===== config.mk =====
export PLATFORM = sky130hd
export DESIGN_NAME = arbiter_fifo2pipeout
export DESIGN_NICKNAME = d
export VERILOG_FILES = /design/src/rtl/arbiter_fifo2pipeout.sv
export SDC_FILE = /design/constraint.sdc
export NUM_CORES = 1
export LEC_CHECK = 0
export BUFFER_PORTS_ARGS = -buffer_cell sky130_fd_sc_hd__buf_2
export CAP_MARGIN = 20
export CORE_AREA = 4 4 127 129
export CTS_CLUSTER_SIZE = 25
export DETAILED_ROUTE_END_ITERATION = 8
export DIE_AREA = 0 0 131 133
export HOLD_SLACK_MARGIN = 0.1
export MAX_ROUTING_LAYER = met4
export PLACE_DENSITY = 0.72
export RECOVER_POWER = 100
export SLEW_MARGIN = 30
export SYNTH_ARGS = -nofsm -noshare
export SYNTH_HDL_FRONTEND = slang
export SYNTH_SLANG_ARGS = --single-unit
export TNS_END_PERCENT = 30

===== constraint.sdc =====
create_clock -name clk -period 8.95 [get_ports clk]
set_input_delay 0.895 -clock clk [delete_from_list [all_inputs] [get_ports clk]]
set_output_delay 0.895 -clock clk [all_outputs]
set_load 0.02 [all_outputs]

===== src/rtl/arbiter_fifo2pipeout.sv =====
// Return-path arbiter: sweeps the selected core output FIFOs in ascending order and
// copies each core's block (payload then zero padding) into the pipe-out FIFO.
// Optional build macro PIPEOUT_CORE_HEADER_EN prepends a header word to every block.
module arbiter_fifo2pipeout #(
   parameter int NUM_CORES = 8,
   parameter int WORD_W    = 32
) (
   input  logic                        clk,
   input  logic                        rst,
   input  logic                        start,
   input  logic [NUM_CORES-1:0]        core_select,
   input  logic [9:0]                  num_words,
   input  logic [1:0]                  padding_words,
   output logic                        idle,
   output logic                        done,
   input  logic [NUM_CORES*WORD_W-1:0] data_from_fifo,
   input  logic [NUM_CORES-1:0]        empty_from_fifo,
   output logic [NUM_CORES-1:0]        rd_en_2fifo,
   output logic [WORD_W-1:0]           pipe_out_data,
   output logic                        pipe_out_write,
   input  logic                        pipe_out_full
);

   localparam int AW = $clog2(NUM_CORES + 1);
   localparam int IW = $clog2(NUM_CORES);

   typedef enum logic [2:0] {
      S_IDLE,
      S_CHECK_ADDR,
      S_HEADER,
      S_TRANSFER,
      S_PAD,
      S_DONE
   } state_t;

   state_t                 state_q, state_d;
   logic [AW-1:0]          addr_q, addr_d;
   logic [9:0]             cnt_q, cnt_d;
   logic [NUM_CORES-1:0]   sel_q, sel_d;
   logic [9:0]             nw_q, nw_d;
   logic [1:0]             pad_q, pad_d;

   logic [IW-1:0]          core_idx;
   logic [9:0]             payload;
   logic [WORD_W-1:0]      head_word;
   logic                   go;

   // addr_q reaches NUM_CORES only in CHECK_ADDR, where the select bit is not consulted
   assign core_idx  = addr_q[IW-1:0];
   assign payload   = ({8'd0, pad_q} >= nw_q) ? 10'd0 : (nw_q - {8'd0, pad_q});
   assign head_word = data_from_fifo[core_idx*WORD_W +: WORD_W];
   assign go        = ~empty_from_fifo[core_idx] & ~pipe_out_full;

   always_comb begin
      state_d        = state_q;
      addr_d         = addr_q;
      cnt_d          = cnt_q;
      sel_d          = sel_q;
      nw_d           = nw_q;
      pad_d          = pad_q;
      idle           = 1'b0;
      done           = 1'b0;
      rd_en_2fifo    = '0;
      pipe_out_data  = '0;
      pipe_out_write = 1'b0;

      case (state_q)
         S_IDLE: begin
            idle = 1'b1;
            if (start) begin
               sel_d   = core_select;
               nw_d    = num_words;
               pad_d   = padding_words;
               addr_d  = '0;
               state_d = S_CHECK_ADDR;
            end
         end
         S_CHECK_ADDR: begin
            if (addr_q == AW'(NUM_CORES)) begin
               state_d = S_DONE;
            end else if (sel_q[core_idx]) begin
               cnt_d = '0;
`ifdef PIPEOUT_CORE_HEADER_EN
               state_d = S_HEADER;
`else
               state_d = S_TRANSFER;
`endif
            end else begin
               addr_d = addr_q + AW'(1);
            end
         end
`ifdef PIPEOUT_CORE_HEADER_EN
         S_HEADER: begin
            pipe_out_data = WORD_W'({8'hA5, 5'd0, addr_q[2:0], 6'd0, nw_q});
            if (!pipe_out_full) begin
               pipe_out_write = 1'b1;
               state_d        = S_TRANSFER;
            end
         end
`endif
         S_TRANSFER: begin
            if (cnt_q >= payload) begin
               state_d = S_PAD;
            end else begin
               pipe_out_data          = head_word;
               pipe_out_write         = go;
               rd_en_2fifo[core_idx]  = go;
               if (go) begin
                  cnt_d = cnt_q + 10'd1;
               end
            end
         end
         S_PAD: begin
            if (cnt_q >= nw_q) begin
               addr_d  = addr_q + AW'(1);
               state_d = S_CHECK_ADDR;
            end else if (!pipe_out_full) begin
               pipe_out_write = 1'b1;
               cnt_d          = cnt_q + 10'd1;
            end
         end
         S_DONE: begin
            done    = 1'b1;
            state_d = S_IDLE;
         end
         default: state_d = S_IDLE;
      endcase
   end

   always_ff @(posedge clk) begin
      if (rst) begin
         state_q <= S_IDLE;
         addr_q  <= '0;
         cnt_q   <= '0;
         sel_q   <= '0;
         nw_q    <= '0;
         pad_q   <= '0;
      end else begin
         state_q <= state_d;
         addr_q  <= addr_d;
         cnt_q   <= cnt_d;
         sel_q   <= sel_d;
         nw_q    <= nw_d;
         pad_q   <= pad_d;
      end
   end

endmodule


# Word level (Yosys, flattened, before mapping)
# Cells that the tools add are included.
dict set report totals {
  wordCells 78
  ff_bits 37
}
dict set report op_classes {
  eq_ne 16
  reduce_logical 8
  shifts 1
  muxes 35
  add_sub_neg 3
  n_lt_le_gt_ge 5
  bitwise 4
}
# cell count
set ops {}
lappend ops {{variable part select 256 x 9 -> 32 bit} 1}
lappend ops {{2-to-1 mux 10 bit} 7}
lappend ops {{2-to-1 mux 32 bit} 2}
lappend ops {{case mux 10 bit (3 select lines)} 1}
lappend ops {{greater-or-equal comparator 10 bit} 2}
lappend ops {{inequality test 2 bit, second input constant} 10}
lappend ops {{2-to-1 mux 4 bit} 4}
lappend ops {{2-to-1 mux 8 bit} 2}
lappend ops {{2-to-1 mux 3 bit} 5}
lappend ops {{case mux 3 bit (4 select lines)} 1}
lappend ops {{case mux 4 bit (3 select lines)} 1}
lappend ops {{adder 10 x 1 -> 10 bit, second input constant} 1}
lappend ops {{greater-or-equal comparator 2 x 10 -> 1 bit} 1}
lappend ops {{subtractor 10 x 2 -> 10 bit} 1}
lappend ops {{AND 8 bit} 1}
lappend ops {{2-to-1 mux 1 bit} 8}
lappend ops {{AND reduction 7 bit} 1}
lappend ops {{binary-select mux 1 bit (select 3 bit)} 2}
lappend ops {{equality test 3 bit, second input constant} 2}
lappend ops {{nonzero test 3 bit} 2}
lappend ops {{AND reduction 5 bit} 1}
lappend ops {{adder 4 x 1 -> 4 bit, second input constant} 1}
lappend ops {{equality test 4 bit, second input constant} 1}
lappend ops {{less-than comparator 3 x 4 -> 1 bit, second input constant} 1}
lappend ops {{other kinds (12)} 13}

# Depth between registers and ports, before layout
dict set report logic_depth {
  depth_word 7
  mapped_depth 15
}

# Least setup slack after synthesis
# No wires, ideal clock.
dict set report synth_path {
  kind {flip-flop to output port}
  from {register nw_q[0]}
  to {output port pipe_out_data[31]}
  slack_ps 4546
  arrival_time_ps 3509
  required_ps 8055
  stages_incl_launch_ff 15
  path_cell_list {dfxtp_1 -> inv_1 -> ha_1 -> inv_1 -> fa_1 -> a211oi_1 -> nand2_1 -> nand2_1 -> ha_1 -> a21oi_1 -> nand2_1 -> o2bb2ai_1 -> a21o_1 -> clkbuf_1 -> a2111oi_0}
}
dict set report synth_via {
  elab_chain_len 5
}
# item line
set synth_lines {}
lappend synth_lines {{start: declaration} 40} ;# logic [9:0] nw_q, nw_d;
lappend synth_lines {{start signal: assignment} 143} ;# nw_q <= nw_d;
lappend synth_lines {{subtractor 10 x 2 -> 10 bit or greater-or-equal comparator 2 x 10 -> 1 bit (tied branches)} 50} ;# assign payload = ({8'd0, pad_q} >= nw_q) ? 10'd0 : (nw_q - {8'd0, pad_q});
lappend synth_lines {{2-to-1 mux 10 bit (*)} 50}
lappend synth_lines {{greater-or-equal comparator 10 bit (*)} 102} ;# if (cnt_q >= payload) begin
lappend synth_lines {{2-to-1 mux 32 bit (*)} 102}
lappend synth_lines {{2-to-1 mux 32 bit (*)} 67} ;# case (state_q)
lappend synth_lines {{end: declaration} 19} ;# output logic [WORD_W-1:0] pipe_out_data,
# Every way passes the cells marked *; elsewhere a longest branch is shown, timed or not.

# Worst setup path in the final report
dict set report layout_path {
  from {register addr_q[0]}
  to {output port rd_en_2fifo[3]}
}
dict set report layout_via {
  elab_chain_len 7
}
# item line
set layout_lines {}
lappend layout_lines {{start: declaration} 37} ;# logic [AW-1:0] addr_q, addr_d;
lappend layout_lines {{start signal: assignment} 140} ;# addr_q <= addr_d;
lappend layout_lines {{less-than comparator 3 x 4 -> 1 bit (not written as such) (tied with other cells)} 107} ;# rd_en_2fifo[core_idx] = go;
lappend layout_lines {{logical AND 1 bit (not written as such) or 2-to-1 mux 1 bit (tied branches)} {107, 52}}
lappend layout_lines {{2-to-1 mux 1 bit (not written as such) or NOT 1 bit (tied branches)} {107, 52}}
lappend layout_lines {{demux 1 bit (select 3 bit) or AND 1 bit (tied branches)} {107, 52}}
lappend layout_lines {{AND 8 bit (no source line) (*)} n/a}
lappend layout_lines {{2-to-1 mux 8 bit (*)} 102}
lappend layout_lines {{2-to-1 mux 8 bit (*)} 67}
lappend layout_lines {{end: declaration} 18} ;# output logic [NUM_CORES-1:0] rd_en_2fifo,
# Every way passes the cells marked *; elsewhere a longest branch is shown, timed or not. The select of a mux whose other input is x is not followed.

==> impl_metrics.env <==
export IMPL_yosysSeqAreaShare_pct=15.6
export IMPL_fin_skew_ps=5.88
export IMPL_cts_resized=0
export IMPL_ys_warn_count=0
export IMPL_cp_max_fo=61
export IMPL_total_power_mw=0.644
export IMPL_syn_to_final_growth_pct=37.6
export IMPL_syn_area_um2=4740
export IMPL_die_y_um=133
export IMPL_ys_ff_latch=37
export IMPL_synth_xor_area_share_pct=1.29
export IMPL_synth_top_family_by_area="compound AO/OA/AOI/OAI gates"
export IMPL_status="complete, but fails checks"
export IMPL_synth_fa_ha_area_share_pct=7.01
export IMPL_synth_simple_area_share_pct=19.0
export IMPL_drv_cap=2
export IMPL_drive_above_1_share_pct=35.7
export IMPL_grt_pass1_vias=5796
export IMPL_dp_hpwl_um=17600
export IMPL_nets=1253
export IMPL_layout_core_utilization_pct=43.4
export IMPL_grt_max_degree=75
export IMPL_finalHoldViolations=0
export IMPL_fin_area_um2=6530
export IMPL_avgSynthCellArea_um2=7.31
export IMPL_portBuffers=330
export IMPL_detailedRoute_firstIterationViolations=362
export IMPL_drt_first_pass_iters=5
export IMPL_fp_row_count=45
export IMPL_pin_count=331
export IMPL_synth_nets=963
export IMPL_htreeDepth=2
export IMPL_end_kind="output pin"
export IMPL_fin_crit_ps=6570
export IMPL_setup_violations=0
export IMPL_dpl_cell_area_um2=6450
export IMPL_n_fill_cell=1612
export IMPL_synthMuxAreaShare_pct=21.2
export IMPL_wirelength_um=21700
export IMPL_fmax_mhz=152
export IMPL_final_cells=1133
export IMPL_reg2reg_depth=8
export IMPL_hold_path_class="register to register"
export IMPL_cts_made_buffers=5
export IMPL_async_reset_ff_share_pct=0
export IMPL_postRouteAntennaNets=0
export IMPL_cts_hold_buf=0
export IMPL_grt_setup_unrepaired="no"
export IMPL_antenna_found_initial=5
export IMPL_post_cts_buffers=0
export IMPL_path_class="register to output pin"
export IMPL_synth_cells=649
export IMPL_slew_headroom_pct=-42.9
export IMPL_ctsLongestPathBuffers=2
export IMPL_timing_hold_ws_ps=454
export IMPL_grt_pass1_wl_um=31400
export IMPL_post_place_ws_ps=4490
export IMPL_violations="max-capacitance violations, max-slew violations"
export IMPL_die_w_um=131
export IMPL_hold_depth=2
export IMPL_clkTransAtPathRegs_ps=60
export IMPL_synth_top_flop_cell="dfxtp_1"
export IMPL_core_um2=15000
export IMPL_synth_compound_area_share_pct=29.4
export IMPL_p_per_area_nw_per_um2=98.7
export IMPL_wl_per_cell_um=19.1
export IMPL_drc=0
export IMPL_ys_types=62
export IMPL_cp_start_kind="register"
export IMPL_insertion_delay_ps=280
export IMPL_crit_arrival_ps=5670
export IMPL_final_period_utilization_pct=73.4
export IMPL_slew_violations=84
export IMPL_cts_tree="done"
export IMPL_vias=6123
export IMPL_worst_slew_pin_transition_ps=2140
export IMPL_irDropWorstVdd_uv=72.9
export IMPL_cts_sinks=37
export IMPL_fin_ws_ps=2380
export IMPL_track_usage_pct=23.6
export IMPL_synth_edff_count=0
export IMPL_start_util_pct=31.6
export IMPL_dieArea_um2=17400
export IMPL_globalplace_congestion=0.953
export IMPL_vias_per_cell=5.40
export IMPL_grt_ovfl_total=0
export IMPL_dp_cells=1120
export IMPL_power_leakage_nw=2.87
export IMPL_cp_required_ps=8060
export IMPL_cts_root_buf="clkbuf_16"
export IMPL_finalSetupTns_ps=0
-- cell families after synthesis --
family,after synthesis
AOI/OAI and AO/OA,212
and+or+nand+nor,207
muxes,86
buffers and inverters,74
DFF,37
adders and majority gates,26
xor gates and xnor gates,7
-- synth_stat cells (all sizes together) (2+ instances only) --
cell,number,area share (%)
nand2,94,7.4
a21oi,70,7.4
nor2,61,4.8
mux2i,53,11
dfxtp,37,16
clkbuf,36,2.8
o22ai,34,4.5
a211oi,26,4.1
o21ai,26,2.7
ha,25,6.6
mux2,24,5.8
inv,22,1.7
buf,16,1.9
o221ai,12,2.2
nor3,10,1.1
mux4,9,4.3
and3,8,1.2
nand3,7,0.74
xnor2,7,1.3
nand2b,5,0.66
nor2b,4,0.53
nor4,4,0.53
o211ai,4,0.63
o22a,4,0.74
a2111oi,3,0.95
a211o,3,0.55
a21o,3,0.47
a31oi,3,0.40
and2,3,0.40
and4,3,0.55
o211a,3,0.63
or2,3,0.40
a21bo,2,0.55
a21boi,2,0.40
a22oi,2,0.32
a2bb2oi,2,0.37
nand3b,2,0.32
nand4,2,0.26
o21a,2,0.32
-- sequential cells by signal (all words and copies together) (netlist names) --
| register | count |
|---|---|
| pad_q | 2 |
| nw_q | 10 |
| addr_q | 4 |
| state_q | 3 |
| cnt_q | 10 |
| sel_q | 8 |
-- final timing paths --
check             from             end  slack, ps
max          addr_q[0]  rd_en_2fifo[3]       2380
min           sel_q[5]        sel_q[5]        450
max reg2reg  addr_q[0]        cnt_q[0]       3910
min reg2reg   sel_q[5]        sel_q[5]        450
-- power by group --
part           leakage (nW)  internal, mW  switching (mW)  total [mW]
registers             0.303         0.173          0.0165       0.190
logic                  2.51         0.141           0.145       0.286
clock network        0.0652         0.104          0.0654       0.169
total                  2.87         0.418           0.226       0.644
-- cell type report --
cell class                 count  area (um^2)  area share [%]
multi-input combinational    538         3690            56.5
clock buffer                   8          136            2.09
tap                          188          235            3.60
sequential                    37          743            11.4
timing repair buffer         335         1630            25.0
antenna                        5         12.5           0.192
inverter                      22         82.6            1.26
-- placed cells by master (no fill, tap or decap), types with 4 or more instances in the layout --
cell type / Yosys / layout
ha_1: 25 / 25
o22a_1: 4 / 4
nand2b_1: 5 / 5
nand2_1: 94 / 94
a211oi_1: 26 / 26
nor2_1: 61 / 61
nor4_1: 4 / 4
inv_1: 22 / 22
buf_2: 11 / 289
a21oi_1: 70 / 70
o21ai_0: 24 / 24
nor3_1: 10 / 10
mux2i_1: 53 / 53
clkbuf_16: 0 / 5
mux2_2: 22 / 22
o211ai_1: 4 / 4
mux4_2: 9 / 9
clkbuf_1: 36 / 46
o22ai_1: 34 / 34
xnor2_1: 7 / 7
o221ai_1: 12 / 12
nor2b_1: 4 / 4
dfxtp_1: 37 / 35
diode_2: 0 / 5
and3_1: 7 / 8
nand3_1: 7 / 7
-- critical path: stages (launching register included) --
cell and delay, ps:
dfxtp_1 1760, buf_4 920, mux2_2 410, a22oi_1 180
o2111a_1 210, a21boi_0 860, nand2_1 360, nor2_1 330
clkbuf_1 260
-- per-layer routing --
layer  track usage (%)  share of wire [%]  vias up
li1                  -                  -     2997
met1              28.9                 39     2806
met4              6.34                2.4        0
met3              4.08                8.7       34
met2              39.8                 50      286
met5                 -                  0        -
(Power assumes the default switching activity.)
